[src/rtl/logic_exec_stage.sv]
// logic_exec_stage
// Registered execute stage for the MIPS logical ops (AND/OR/XOR/NOR).
// Valid/ready on both sides with a two-entry (main + skid) buffer so a
// downstream stall never drops a result. Each result carries its
// destination register tag; writes to $zero (tag 0) always yield 0.
// Optional feature macro: LOGIC_ZERO_FLAG_EN adds the out_zero port and a
// per-entry zero flag that travels with the result.
module logic_exec_stage #(
    parameter int DATA_W = 32,
    parameter int TAG_W  = 5
) (
    input  logic              clk,
    input  logic              rst_n,
    input  logic              flush,
    input  logic              in_valid,
    output logic              in_ready,
    input  logic [1:0]        in_op,
    input  logic [DATA_W-1:0] in_x,
    input  logic [DATA_W-1:0] in_y,
    input  logic [TAG_W-1:0]  in_rd,
    output logic              out_valid,
    input  logic              out_ready,
    output logic [DATA_W-1:0] out_result,
`ifdef LOGIC_ZERO_FLAG_EN
    output logic              out_zero,
`endif
    output logic [TAG_W-1:0]  out_rd
);

    // Occupancy encoding {main valid, skid valid}; 01 is unreachable.
    localparam logic [1:0] ST_EMPTY = 2'b00;
    localparam logic [1:0] ST_ONE   = 2'b10;
    localparam logic [1:0] ST_FULL  = 2'b11;

    // Bitwise logical result; a $zero destination forces the value to 0.
    function automatic logic [DATA_W-1:0] f_logic_op(
        input logic [1:0]        op,
        input logic [DATA_W-1:0] x,
        input logic [DATA_W-1:0] y,
        input logic [TAG_W-1:0]  rd
    );
        logic [DATA_W-1:0] res;
        case (op)
            2'b00:   res = x & y;
            2'b01:   res = x | y;
            2'b10:   res = x ^ y;
            2'b11:   res = ~(x | y);
            default: res = {DATA_W{1'b0}};
        endcase
        if (rd == {TAG_W{1'b0}}) begin
            res = {DATA_W{1'b0}};
        end else begin
            res = res;
        end
        return res;
    endfunction

    // Stored state
    logic              r_main_valid;
    logic              r_skid_valid;
    logic              r_in_ready;
    logic [DATA_W-1:0] r_main_res;
    logic [TAG_W-1:0]  r_main_rd;
    logic [DATA_W-1:0] r_skid_res;
    logic [TAG_W-1:0]  r_skid_rd;

    // Next-state values
    logic              w_main_valid_nxt;
    logic              w_skid_valid_nxt;
    logic [DATA_W-1:0] w_main_res_nxt;
    logic [TAG_W-1:0]  w_main_rd_nxt;
    logic [DATA_W-1:0] w_skid_res_nxt;
    logic [TAG_W-1:0]  w_skid_rd_nxt;

    logic              w_accept;
    logic              w_drain;
    logic [1:0]        w_state;
    logic [DATA_W-1:0] w_new_res;

`ifdef LOGIC_ZERO_FLAG_EN
    logic r_main_zero;
    logic r_skid_zero;
    logic w_main_zero_nxt;
    logic w_skid_zero_nxt;
    logic w_new_zero;
    assign w_new_zero = (w_new_res == {DATA_W{1'b0}});
    assign out_zero   = r_main_zero;
`endif

    assign w_accept  = in_valid & r_in_ready;
    assign w_drain   = r_main_valid & out_ready;
    assign w_state   = {r_main_valid, r_skid_valid};
    assign w_new_res = f_logic_op(in_op, in_x, in_y, in_rd);

    assign out_valid  = r_main_valid;
    assign out_result = r_main_res;
    assign out_rd     = r_main_rd;
    assign in_ready   = r_in_ready;

    // Occupancy transitions: load main/skid on accept, shift skid on drain, flush empties.
    always_comb begin
        w_main_valid_nxt = r_main_valid;
        w_skid_valid_nxt = r_skid_valid;
        w_main_res_nxt   = r_main_res;
        w_main_rd_nxt    = r_main_rd;
        w_skid_res_nxt   = r_skid_res;
        w_skid_rd_nxt    = r_skid_rd;
`ifdef LOGIC_ZERO_FLAG_EN
        w_main_zero_nxt  = r_main_zero;
        w_skid_zero_nxt  = r_skid_zero;
`endif
        if (flush) begin
            // Payload registers keep their last value; only occupancy is cleared.
            w_main_valid_nxt = 1'b0;
            w_skid_valid_nxt = 1'b0;
        end else begin
            case (w_state)
                ST_EMPTY: begin
                    if (w_accept) begin
                        w_main_valid_nxt = 1'b1;
                        w_main_res_nxt   = w_new_res;
                        w_main_rd_nxt    = in_rd;
`ifdef LOGIC_ZERO_FLAG_EN
                        w_main_zero_nxt  = w_new_zero;
`endif
                    end else begin
                        w_main_valid_nxt = 1'b0;
                    end
                end
                ST_ONE: begin
                    case ({w_accept, w_drain})
                        2'b11: begin
                            // Old result leaves, new one takes its place.
                            w_main_res_nxt = w_new_res;
                            w_main_rd_nxt  = in_rd;
`ifdef LOGIC_ZERO_FLAG_EN
                            w_main_zero_nxt = w_new_zero;
`endif
                        end
                        2'b10: begin
                            // Downstream stalled: park the new result in the skid entry.
                            w_skid_valid_nxt = 1'b1;
                            w_skid_res_nxt   = w_new_res;
                            w_skid_rd_nxt    = in_rd;
`ifdef LOGIC_ZERO_FLAG_EN
                            w_skid_zero_nxt  = w_new_zero;
`endif
                        end
                        2'b01: begin
                            w_main_valid_nxt = 1'b0;
                        end
                        default: begin
                            w_main_valid_nxt = r_main_valid;
                        end
                    endcase
                end
                ST_FULL: begin
                    // in_ready is low here, so only a drain can happen.
                    if (w_drain) begin
                        w_skid_valid_nxt = 1'b0;
                        w_main_res_nxt   = r_skid_res;
                        w_main_rd_nxt    = r_skid_rd;
`ifdef LOGIC_ZERO_FLAG_EN
                        w_main_zero_nxt  = r_skid_zero;
`endif
                    end else begin
                        w_skid_valid_nxt = r_skid_valid;
                    end
                end
                default: begin
                    // Unreachable encoding: recover to empty.
                    w_main_valid_nxt = 1'b0;
                    w_skid_valid_nxt = 1'b0;
                end
            endcase
        end
    end

    // State registers with asynchronous reset to the empty, ready condition.
    always_ff @(posedge clk or negedge rst_n) begin
        if (!rst_n) begin
            r_main_valid <= 1'b0;
            r_skid_valid <= 1'b0;
            r_in_ready   <= 1'b1;
            r_main_res   <= {DATA_W{1'b0}};
            r_main_rd    <= {TAG_W{1'b0}};
            r_skid_res   <= {DATA_W{1'b0}};
            r_skid_rd    <= {TAG_W{1'b0}};
`ifdef LOGIC_ZERO_FLAG_EN
            r_main_zero  <= 1'b1;
            r_skid_zero  <= 1'b1;
`endif
        end else begin
            r_main_valid <= w_main_valid_nxt;
            r_skid_valid <= w_skid_valid_nxt;
            r_in_ready   <= ~w_skid_valid_nxt;
            r_main_res   <= w_main_res_nxt;
            r_main_rd    <= w_main_rd_nxt;
            r_skid_res   <= w_skid_res_nxt;
            r_skid_rd    <= w_skid_rd_nxt;
`ifdef LOGIC_ZERO_FLAG_EN
            r_main_zero  <= w_main_zero_nxt;
            r_skid_zero  <= w_skid_zero_nxt;
`endif
        end
    end

endmodule
[config.mk]
export PLATFORM = sky130hd
export DESIGN_NAME = logic_exec_stage
export DESIGN_NICKNAME = d
export VERILOG_FILES = /design/src/rtl/logic_exec_stage.sv
export SDC_FILE = /design/constraint.sdc
export NUM_CORES = 1
export LEC_CHECK = 0
export CAP_MARGIN = 20
export CORE_UTILIZATION = 40
export DETAILED_ROUTE_END_ITERATION = 12
export DONT_BUFFER_PORTS = 1
export HOLD_SLACK_MARGIN = 0.05
export REMOVE_ABC_BUFFERS = 1
export SYNTH_ARGS = -nofsm -noshare
export SYNTH_HDL_FRONTEND = slang
export SYNTH_SLANG_ARGS = --single-unit
[constraint.sdc]
create_clock -name clk -period 3.9 [get_ports clk]
set_clock_uncertainty 0.05 [all_clocks]
set_input_delay 0.39 -clock clk [delete_from_list [all_inputs] [get_ports clk]]
set_output_delay 0.39 -clock clk [all_outputs]
set_load 0.02 [all_outputs]
# Word level (Yosys, flattened, before mapping)
# Index checks and enable logic that the tools add are counted.
totals:
  regBits: 77
  word_cells: 53
classes:
  n_eq_ne: 13
  muxes: 18
  n_bitwise: 8
  n_reduce_logical: 7
ops:
  columns: ["op", "n"]
  rows:
  - ["32-bit two-way mux", 4]
  - ["32-bit case mux with 4 select lines", 1]
  - ["32-bit case mux with 3 select lines", 1]
  - ["32-bit AND", 1]
  - ["32-bit inverter", 1]
  - ["32-bit bitwise OR", 1]
  - ["32-bit XOR", 1]
  - ["5-bit two-way mux", 3]
  - ["5-bit case mux with 3 select lines", 1]
  - ["2-bit equality test (second input constant)", 6]
  - ["1-bit two-way mux", 6]
  - ["2-bit != test (second input constant)", 3]
  - ["1-bit case mux with 3 select lines", 2]
  - ["5-bit logical NOT", 1]
  - ["5-bit AND reduction", 1]
  - ["2-bit by 1-bit equality test with 1-bit output (second input constant)", 2]
  - ["2-bit logical NOT", 2]
  - ["3-bit by 2-bit != test with 1-bit output (second input constant)", 1]
  - ["3-bit AND reduction", 1]
  - ["3-bit nonzero test", 1]
  - ["1-bit AND", 2]
  - ["2-bit by 1-bit != test with 1-bit output (second input constant)", 1]
  - ["1-bit inverter", 2]
  - ["2-bit AND reduction", 1]

# Logic depth before layout (Yosys ltp)
# Gate-level depths: netlist of the first run.
logic_depth:
  depth_word: 6
  ltp_mapped: 7
  ltp_nobuf: 6

# Worst setup path after synthesis of the first run
# OpenSTA, ideal clock, no wires.
synth_timing:
  kind: "reg2reg"
  startpoint: "register r_in_ready (netlist: in_ready)"
  endpoint: "register r_main_res[21] (netlist: out_result[21])"
  setup_time_ps: 126
  t_arrival_ps: 1728
  required_time_ps: 3724
  path_slack_ps: 1996
  stages_incl_launch_ff: 6
  path_buffers: 2
  synth_period_minus_slack_ps: 1904
  path_cell_list: "dfstp_2 > a21oi_1 > a2111o_1 > buf_2 > buf_2 > a221o_1"
synth_via:
  elab_chain_cells: 4
synth_rtl:
  columns: ["element", "line_no", "source"]
  rows:
  - ["from (decl)", "61", "logic r_in_ready;"]
  - ["from (signal assigned)", "196", "r_in_ready <= ~w_skid_valid_nxt;"]
  - ["1-bit AND (*)", "90", "assign w_accept = in_valid & r_in_ready;"]
  - ["2-bit equality test", "131", "case ({w_accept, w_drain})"]
  - ["2-bit by 1-bit != test with 1-bit output (no source line)", null, null]
  - ["5-bit AND reduction (no source line) (*)", null, null]
  - ["to (signal assigned)", "185", "r_main_res <= {DATA_W{1'b0}};"]
  - ["to (signal assigned)", "197", "r_main_res <= w_main_res_nxt;"]
  - ["to (decl)", "62", "logic [DATA_W-1:0] r_main_res;"]
# Every way passes the cells marked *; elsewhere a longest branch is shown, timed or not.
# A chain may end at the register's enable or synchronous reset.

# Worst setup path in the final report of the first run
layout_timing:
  startpoint: "register r_in_ready (netlist: in_ready)"
  endpoint: "register r_main_res[11] (netlist: out_result[11])"
# Same word-level chain as after synthesis.

==> metrics.cfg, run 1 <==
[worst_setup_path]
critPathMaxFanout=75
end_kind=register
crit_chain=a21oi_1 -> a2111o_2 -> buf_4 -> nor2_4 -> a221o_1
start_kind=register
slowest_delay_ns=0.74
critical_path.slowest_cell=nor2_4
crit_required_ns=4.11
cp_data_arrival_time_ns=2.86
worstSetupPathType=register to register

[synthesis]
syn_avg_cell_area_um2=9.54
synth_top_cell_area_share=0.351
yosysSeqAreaShare=0.356
yosys.cell_types.count=31
syn_inst=568
yosys_register_bits=77
synth_top_cells_by_area=dfrtp_1 35%, ha_1 15%, mux2_2 13%, a221o_1 5.9%, inv_1 4.6%
synth_top_area_cell=dfrtp_1
synth_area_um2=5420
synth-warning-count=0

[floorplan]
die-area_um2=14000
die_x_um=118
coreArea_um2=13200
initial_core_util=0.409
row_count=42
pin_count=115
die_y_um=118

[placed_design]
dpl.hpwl_mm=7.09
routabilityCongestion=0.662
port_buffers=0
place_ws_ns=1.28

[timing]
worst_slack_ns=1.25
period_share=0.679
tightest_slew_ns=0.919
slew_viol_final=0
min_period_ns=2.65
tns_ns=0
relSlewSlack=0.387
hold_viol_final=0
maxClockFrequency_mhz=377
setup_violations=0
rsz0062_at_grt=false

[clock_network]
post_cts_resized=0
clk_path_buf_depth=2
root_buffer=clkbuf_16
h-tree-depth=3
cts_buffers=9
path_clk_slew_ns=0.05
clk_latency_ns=0.32
numClockSinks=77
cts_tree=done

[drt]
drt-initial-drc-count=179
wl_mm=10.6
drc=0
vias=3833
wl_per_cell_um=14.7
drt.antenna.violating_nets=0
via_per_inst=5.31
drtPass1Iterations=7

[power_and_ir_drop]
power_leakage_nw=2.80
peakVddDrop_v=0.000277
p_total_w=0.00237
p_per_area_nw_per_um2=412

[min_path]
hold_class=primary input to register

[global_routing]
grt_max_degree=97
antenna_found_initial=0
grt_overflow=0
grt_pass1_wl_mm=18.5
grt_pass1_vias=3980
grt_use_total=0.160

[finish]
antenna_cells=0
multi_input_area_um2=3040
fillCellCount=1283
area_delta_synth_final_pct=6.21
nets=683
seqCellArea_um2=1930
fin_util=0.435
drive_above_1_share=0.178

[outcome]
status=finished clean

[flow_run]
maxCapViolations=0

-- cell usage in the layout, fill, tap and decap left out, types with 2 or more instances in the layout --
master | netlist | final
clkbuf_16 | 0 | 9
mux2_2 | 64 | 64
dfrtp_1 | 76 | 76
buf_4 | 4 | 2
ha_1 | 64 | 64
clkbuf_8 | 0 | 2
a211o_2 | 6 | 6
nor3_1 | 5 | 5
a211o_1 | 21 | 21
a221o_1 | 32 | 32
a211oi_2 | 3 | 3
nor2b_1 | 11 | 11
a21oi_1 | 28 | 28
clkinv_2 | 0 | 2
nor2_4 | 1 | 2
nor2_1 | 60 | 59
inv_1 | 66 | 66
mux2i_1 | 5 | 5
o21ai_0 | 6 | 6
o21bai_1 | 5 | 5
a211oi_1 | 2 | 2
nand2_1 | 65 | 65
-- path summary, 6_finish.rpt --
path | startpoint | to | slack, ns | cells past startpoint
hold reg to reg | r_skid_res[8] | r_skid_res[8] | 0.45 | 1
setup reg to reg | in_ready | out_result[11] | 1.25 | 5
setup / recovery | in_ready | out_result[11] | 1.25 | 5
max in group asynchronous | rst_n | in_ready | 2.88 | 2
hold / removal | flush | out_valid | 0.08 | 1
min in group asynchronous | rst_n | r_skid_res[6] | 0.57 | 2
-- layout make-up --
| type | count | share of cell area |
|---|---|---|
| multi-input cells | 385 | 0.528 |
| flip-flops and latches | 77 | 0.335 |
| clock buffers | 12 | 0.0446 |
| inverters | 66 | 0.0431 |
| well taps | 176 | 0.0383 |
| repair buffers | 4 | 0.00913 |
| clock inverters | 2 | 0.00174 |
-- stage by stage --
step / hold WS (ns) / cells / area (µm²)
after CTS: 0.0625 / 722 / 5750
after floorplan: 0.0444 / 528 / 5200
after global routing: 0.0598 / 722 / 5750
final: 0.0799 / 722 / 5750
after detailed placement: 0.0464 / 706 / 5450
after global placement: 0.0464 / 706 / 5450
-- cell families (layout without fill, tap and decap cells) --
group	count (synthesis)	in the layout	share of synthesized area
AO/OA/AOI/OAI	105	105	0.156
adder cells (fa/ha/maj)	64	64	0.148
buffers and inverters	106	84	0.0852
flip-flops	77	77	0.356
multiplexers	69	69	0.142
AND/OR/NAND/NOR	147	147	0.113
-- Yosys cell counts --
master	number
a2111o_1	1
or3_1	2
nor2b_1	11
mux2_2	64
or4_4	1
and2_1	1
a211o_1	21
clkbuf_1	10
a221o_1	32
a211oi_1	2
o21ai_0	6
buf_4	4
dfstp_2	1
o21bai_1	5
nand3b_1	1
dfrtp_1	76
mux2i_1	5
a21oi_2	1
buf_1	2
nor3_1	5
nor2_4	1
a211oi_2	3
nor2_1	60
inv_1	66
buf_6	3
clkbuf_2	1
a21oi_1	28
a211o_2	6
buf_2	20
ha_1	64
nand2_1	65
-- registers in the layout, indices dropped and copies added (netlist names) --
signal	flops
r_skid_valid	1
in_ready	1
out_rd	5
r_skid_res	32
r_skid_rd	5
out_valid	1
out_result	32
-- timing repair --
| item | CTS | global route |
|---|---|---|
| setup buffers | 0 | 0 |
| endpoints found under the hold margin | 77 | 0 |
| hold buffers | 2 | 0 |
-- where the power goes --
part	internal [W]	switching, W	total, W
Sequential	0.000988	0.000217	0.00120
Combinational	0.000242	0.000167	0.000409
Clock	0.000456	0.000300	0.000756
Total	0.00169	0.000684	0.00237
-- worst max-delay path: cells and delay by family, from the launching register on --
family	cells	cell delay (ns)
buf+inv	1	0.33
compound gates	3	0.81
simple gates	1	0.74
flops	1	0.60
-- layer usage --
metal / share of wire / global-route usage / routed length, µm / vias up
li1: - / - / - / 1875
met2: 0.49 / 0.286 / 5260 / 94
met4: 0.0071 / 0.0388 / 76 / 0
met5: 0 / 0 / 0 / -
met1: 0.43 / 0.186 / 4600 / 1855
met3: 0.067 / 0.0512 / 709 / 9
Power figures use the tool's default switching activity.
==> run 2, diff against run 1 <==
- clock period: 3.9 -> 2.5 ns (I/O delays scaled with it)
==> run 2 against run 1 <==
  * Clock power rose by 69%
  * Sequential power rose by 57%
  * Critical path depth rose by 1
==> metrics.cfg, run 2 (synthesized netlist as in run 1, its figures left out) <==
[outcome]
status=finished clean

[timing]
maxClockFrequency_mhz=480  ; +27%
slew_viol_final=0  ; unchanged
setup_violations=0  ; unchanged
worst_slack_ns=0.416  ; -0.834 ns
relSlewSlack=0.645  ; +0.257
min_period_ns=2.08  ; -0.566 ns
period_share=0.833  ; +0.154
tightest_slew_ns=0.533  ; -0.386 ns
hold_viol_final=0  ; unchanged
rsz0062_at_grt=false

[global_routing]
grt_pass1_wl_mm=18.3  ; -1.3%
grt_pass1_vias=3889  ; -2.3%
grt_max_degree=97  ; unchanged
antenna_found_initial=0  ; unchanged
grt_use_total=0.159  ; -0.00162
grt_overflow=0  ; unchanged

[power_and_ir_drop]
p_per_area_nw_per_um2=646  ; +57%
peakVddDrop_v=0.000352  ; +27%
power_leakage_nw=2.85  ; +1.9%
combPwrFrac=0.172  ; about the same
power.switching_w=0.00111  ; +62%
p_sw_frac=0.290  ; +0.00107
p_total_w=0.00381  ; +61%
p_clk_frac=0.335  ; +0.016
power_frac_seq=0.493  ; -0.015
p_int_w=0.00271  ; +61%

[drt]
drt.antenna.violating_nets=0  ; unchanged
vias=3809  ; -0.63%
wl_mm=10.6  ; -0.31%
wl_per_cell_um=14.5  ; -1.9%
drc=0  ; unchanged
drtPass1Iterations=4  ; -3
drt-initial-drc-count=125  ; -30%
via_per_inst=5.19  ; -2.3%

[finish]
area_delta_synth_final_pct=8.89
fin_util=0.445  ; +0.0110
final_cell_count_no_fill=734  ; +1.7%
antenna_cells=0  ; unchanged
nets=693  ; +1.5%
mostFrequentLayoutCell=dfrtp_1
drive_above_1_share=0.181  ; +0.00335
final_cell_mix=76 x dfrtp_1, 66 x inv_1, 65 x nand2_1, 64 x mux2_2, 64 x ha_1
fin_area_um2=5900  ; +2.5%

[clock_network]
post_cts_buffers=0  ; unchanged
cts_buffers=9  ; unchanged
root_buffer=clkbuf_16
clk_latency_ns=0.33  ; about the same
clk_path_buf_depth=2  ; unchanged
path_clk_slew_ns=0.06  ; about the same
numClockSinks=77  ; unchanged
h-tree-depth=3  ; unchanged
cts_tree=done

[worst_setup_path]
worstSetupPathType=register to register
critPathMaxFanout=75  ; unchanged
worstReg2RegEnd=out_result[30]
start_kind=register
slowest_delay_ns=0.60  ; -0.14 ns
crit_required_ns=2.71  ; -1.40 ns
critical_path.slowest_cell=dfstp_2
crit_path_frequent_cell=buf_12
crit_chain=a21oi_1 -> a2111o_2 -> buf_12 -> nor2_4 -> buf_12 -> a221o_1
rr_worst_depth=6  ; +1
cp_data_arrival_time_ns=2.29  ; -0.57 ns
crit_start=in_ready
end_kind=register
r2r_start=in_ready
cp-endpoint=out_result[30]
regToRegSetupSlack_ns=0.42  ; -0.83 ns

[floorplan]
die-area_um2=14000  ; unchanged
die_x_um=118  ; unchanged
pin_count=115  ; unchanged
row_count=42  ; unchanged
die_y_um=118  ; unchanged
coreArea_um2=13200  ; unchanged
initial_core_util=0.409  ; unchanged

[min_path]
hold_path_depth=2  ; +1
hold_class=primary input to register

[placed_design]
routabilityCongestion=0.696  ; +5.1%
placed_cell_area_um2=5500  ; +0.87%
place_ws_ns=0.443  ; -0.833 ns
dpl.hpwl_mm=7.02  ; -0.94%
dp.cells=709  ; +0.42%
port_buffers=0  ; unchanged

[flow_run]
maxCapViolations=0  ; unchanged

-- run 2: cell types whose count changed in the layout (fill, tap and decap cells not counted), sizes merged --
cell | before | now
dlygate4sd3 | 1 | 8
clkbuf | 12 | 11
clkinvlp | 0 | 3
bufinv | 0 | 1
clkinv | 2 | 1
buf | 3 | 6
-- run 2: per-stage QoR --
step	setup TNS (ns)	hold WS (ns)
3_3_place_gp	0	-0.0938
4_1_cts	0	0.0695
3_5_place_dp	0	-0.0937
2_1_floorplan	-26.04	-0.0956
6_report	0	0.0788
5_1_grt	0	0.0891
-- run 2: what timing repair did --
item,4_1_cts,5_1_grt
endpoints found under the hold margin,85,0
gates resized for setup,0,0
hold buffers,9,0
-- run 2: layout make-up --
type / instances / area, µm²
Clock buffer: 11 / 233
Fill cell: 1256 / 7340
Tap cell: 176 / 220
Sequential cell: 77 / 1930
Inverter: 66 / 248
Clock inverter: 5 / 61.3
Multi-Input combinational cell: 385 / 3040
Timing Repair Buffer: 14 / 170
-- run 2: how the worst min path moves through the flow --
stage / from / to
4_1_cts: in_rd[1] / out_rd[1]
5_1_grt: in_rd[1] / out_rd[1]
2_1_floorplan: rst_n / out_rd[0]
6_report: in_rd[1] / out_rd[1]
3_5_place_dp: rst_n / r_skid_rd[2]
3_3_place_gp: rst_n / r_skid_rd[2]
-- run 2: metal layers --
metal | GRT usage | vias to the layer above | routed length (µm)
li1 | - | 1900 | -
met1 | 0.192 | 1815 | 4650
met2 | 0.276 | 84 | 5120
met3 | 0.0512 | 10 | 771
met4 | 0.0332 | 0 | 81
met5 | 0 | - | 0
-- run 2: power groups by stage --
stage | combinational [W] | sequential, W | clock (W)
after floorplan | 0.000528 | 0.00183 | 0
after global placement | 0.000591 | 0.00189 | 0
after detailed placement | 0.000629 | 0.00190 | 0
after CTS | 0.000673 | 0.00188 | 0.00131
after global routing | 0.000754 | 0.00192 | 0.00137
final | 0.000658 | 0.00188 | 0.00128
-- run 2: worst max-delay path: cells and delay by family, from the launching register on --
kind,cells,cell delay (ns)
buffers and inverters,2,0.41
AO/OA/AOI/OAI,3,0.75
AND/OR/NAND/NOR,1,0.14
flip-flops,1,0.60
==> run 3, diff against run 2 <==
- clock period: 2.5 -> 1.97 ns (I/O delays scaled with it)
==> run 3 against run 2 <==
  * The run now ends with negative hold slack left
  * Count of clock-buffer cells in the layout is 1 higher
  * Critical path depth shrank 2
  * Largest power group unchanged
  * Fmax rose by 9.2%
  * First-iteration DRC count decreased by 28%
  * Non-clock buffer count rose by 7
==> metrics.cfg, run 3 (synthesized netlist as in run 1, its figures left out) <==
[timing]
tns_ns=0  ; unchanged
worst_slack_ns=0.0624  ; -0.354 ns
relSlewSlack=0.790  ; +0.146
hold_viol_final=77  ; +77
min_period_ns=1.91  ; -0.176 ns
tightest_slew_ns=0.313  ; -0.220 ns
rsz0062_at_grt=false
maxClockFrequency_mhz=524  ; +9.2%
whs_ns=-0.485  ; -0.564 ns
slew_viol_final=0  ; unchanged
setup_violations=0  ; unchanged
period_share=0.968  ; +0.135

[clock_network]
cts_buffers=9  ; unchanged
numClockSinks=77  ; unchanged
clk_latency_ns=0.32  ; about the same
post_cts_resized=0  ; unchanged
post_cts_buffers=0  ; unchanged
path_clk_slew_ns=0.06  ; about the same
clk_path_buf_depth=2  ; unchanged
h-tree-depth=3  ; unchanged
hold_buffers=7  ; -2
cts_tree=done
root_buffer=clkbuf_16

[global_routing]
grt_overflow=0  ; unchanged
grt_max_degree=97  ; unchanged
grt_pass1_vias=3873  ; -0.41%
antenna_found_initial=0  ; unchanged
grt_use_total=0.162  ; +0.00331
grt_pass1_wl_mm=18.4  ; +0.98%

[flow_run]
maxCapViolations=0  ; unchanged

[floorplan]
pin_count=115  ; unchanged
row_count=42  ; unchanged
initial_core_util=0.409  ; unchanged
die_x_um=118  ; unchanged
die_y_um=118  ; unchanged
die-area_um2=14000  ; unchanged
coreArea_um2=13200  ; unchanged

[placed_design]
place_ws_ns=0.0734  ; -0.370 ns
routabilityCongestion=0.715  ; +2.8%
dpl.hpwl_mm=7.74  ; +10%
placed_cell_area_um2=5580  ; +1.5%
port_buffers=0  ; unchanged

[worst_setup_path]
cp_data_arrival_time_ns=2.06  ; -0.23 ns
start_kind=register
worstSetupPathType=register to register
end_kind=register
crit_required_ns=2.12  ; -0.59 ns
critical_path.slowest_cell=dfstp_2
critPathMaxFanout=24  ; -68%
worstReg2RegEnd=out_result[15]
crit_chain=a21oi_1 -> a2111o_2 -> buf_4 -> a221o_1
r2r_start=in_ready
slowest_delay_ns=0.54  ; -0.06 ns
regToRegSetupSlack_ns=0.06  ; -0.35 ns
rr_worst_depth=4  ; -2

[finish]
area_delta_synth_final_pct=10.4
final_cell_mix=76 x dfrtp_1, 66 x inv_1, 65 x nand2_1, 64 x mux2_2, 64 x ha_1
drive_above_1_share=0.195  ; +0.0140
antenna_cells=0  ; unchanged
mostFrequentLayoutCell=dfrtp_1
nets=700  ; +1.0%
fin_area_um2=5980  ; +1.4%

[power_and_ir_drop]
p_total_w=0.00501  ; +31%
p_sw_frac=0.269  ; -0.0205
power_leakage_nw=2.90  ; +1.9%
combPwrFrac=0.161  ; -0.011
peakVddDrop_v=0.000385  ; +9.1%
power.switching_w=0.00135  ; +22%
p_int_w=0.00366  ; +35%
p_clk_frac=0.362  ; +0.027
power_frac_seq=0.476  ; -0.017
p_per_area_nw_per_um2=837  ; +30%

[drt]
wl_per_cell_um=14.7  ; +1.5%
via_per_inst=5.23  ; +0.78%
drc=0  ; unchanged
wl_mm=10.9  ; +2.4%
vias=3870  ; +1.6%
drtPass1Iterations=4  ; unchanged
drt-initial-drc-count=90  ; -28%
drt.antenna.violating_nets=0  ; unchanged

[min_path]
hold_class=primary input to asynchronous set/reset pin

[outcome]
status=complete, but fails checks
violations=negative hold slack

[run 3: changes by cell type in the layout (fill, tap and decap cells not counted), sizes merged]
cell         previous run  this run
bufinv                  1         2
clkinv                  1         0
dlygate4sd3             8         7
buf                     6        14
clkbuf                 11        12
clkinvlp                3         1
[run 3: metal layers]
layer,global-route usage,up-vias,share of wire
met1,0.190,1870,0.44
met4,0.0372,0,0.0064
met2,0.285,79,0.48
li1,-,1914,-
met5,0,-,0
met3,0.0555,7,0.072
[run 3: power by group through the flow]
stage               registers, W  clock network [W]  logic, W
floorplan                0.00232                  0  0.000670
global placement         0.00240                  0  0.000767
detailed placement       0.00242                  0  0.000812
CTS                      0.00239            0.00188  0.000824
global route             0.00243            0.00194  0.000918
finish                   0.00239            0.00182  0.000809
[run 3: per-stage QoR]
step / hold WS [ns] / std cells / utilization
2_1_floorplan: -0.149 / 528 / -
3_3_place_gp: -0.147 / 718 / 0.421
3_5_place_dp: -0.146 / 718 / 0.421
4_1_cts: -0.498 / 740 / 0.452
5_1_grt: -0.504 / 740 / 0.452
6_report: -0.485 / 740 / 0.452
[run 3: critical path: cells and delay by family, from the launching register on]
family / cells / cell delay (ns)
AOI/OAI and AO/OA: 3 / 0.95
buffers and inverters: 1 / 0.24
DFF: 1 / 0.54
[run 3: worst max path at each step]
stage                     startpoint  slack, ns        endpoint
after floorplan             in_ready      -1.34   out_result[0]
after global placement      in_ready       0.12   out_result[5]
after detailed placement    in_ready       0.07  out_result[16]
after CTS                   in_ready       0.06  out_result[17]
after global routing        in_ready       0.01   out_result[7]
final                       in_ready       0.06  out_result[15]
[run 3: area by class of cell]
| class | instances | area [µm²] |
|---|---|---|
| Fill cell | 1312 | 7260 |
| Timing Repair Buffer | 21 | 213 |
| Clock buffer | 12 | 267 |
| Inverter | 66 | 248 |
| Clock inverter | 3 | 67.6 |
| Multi-Input combinational cell | 385 | 3040 |
| Tap cell | 176 | 220 |
| Sequential cell | 77 | 1930 |
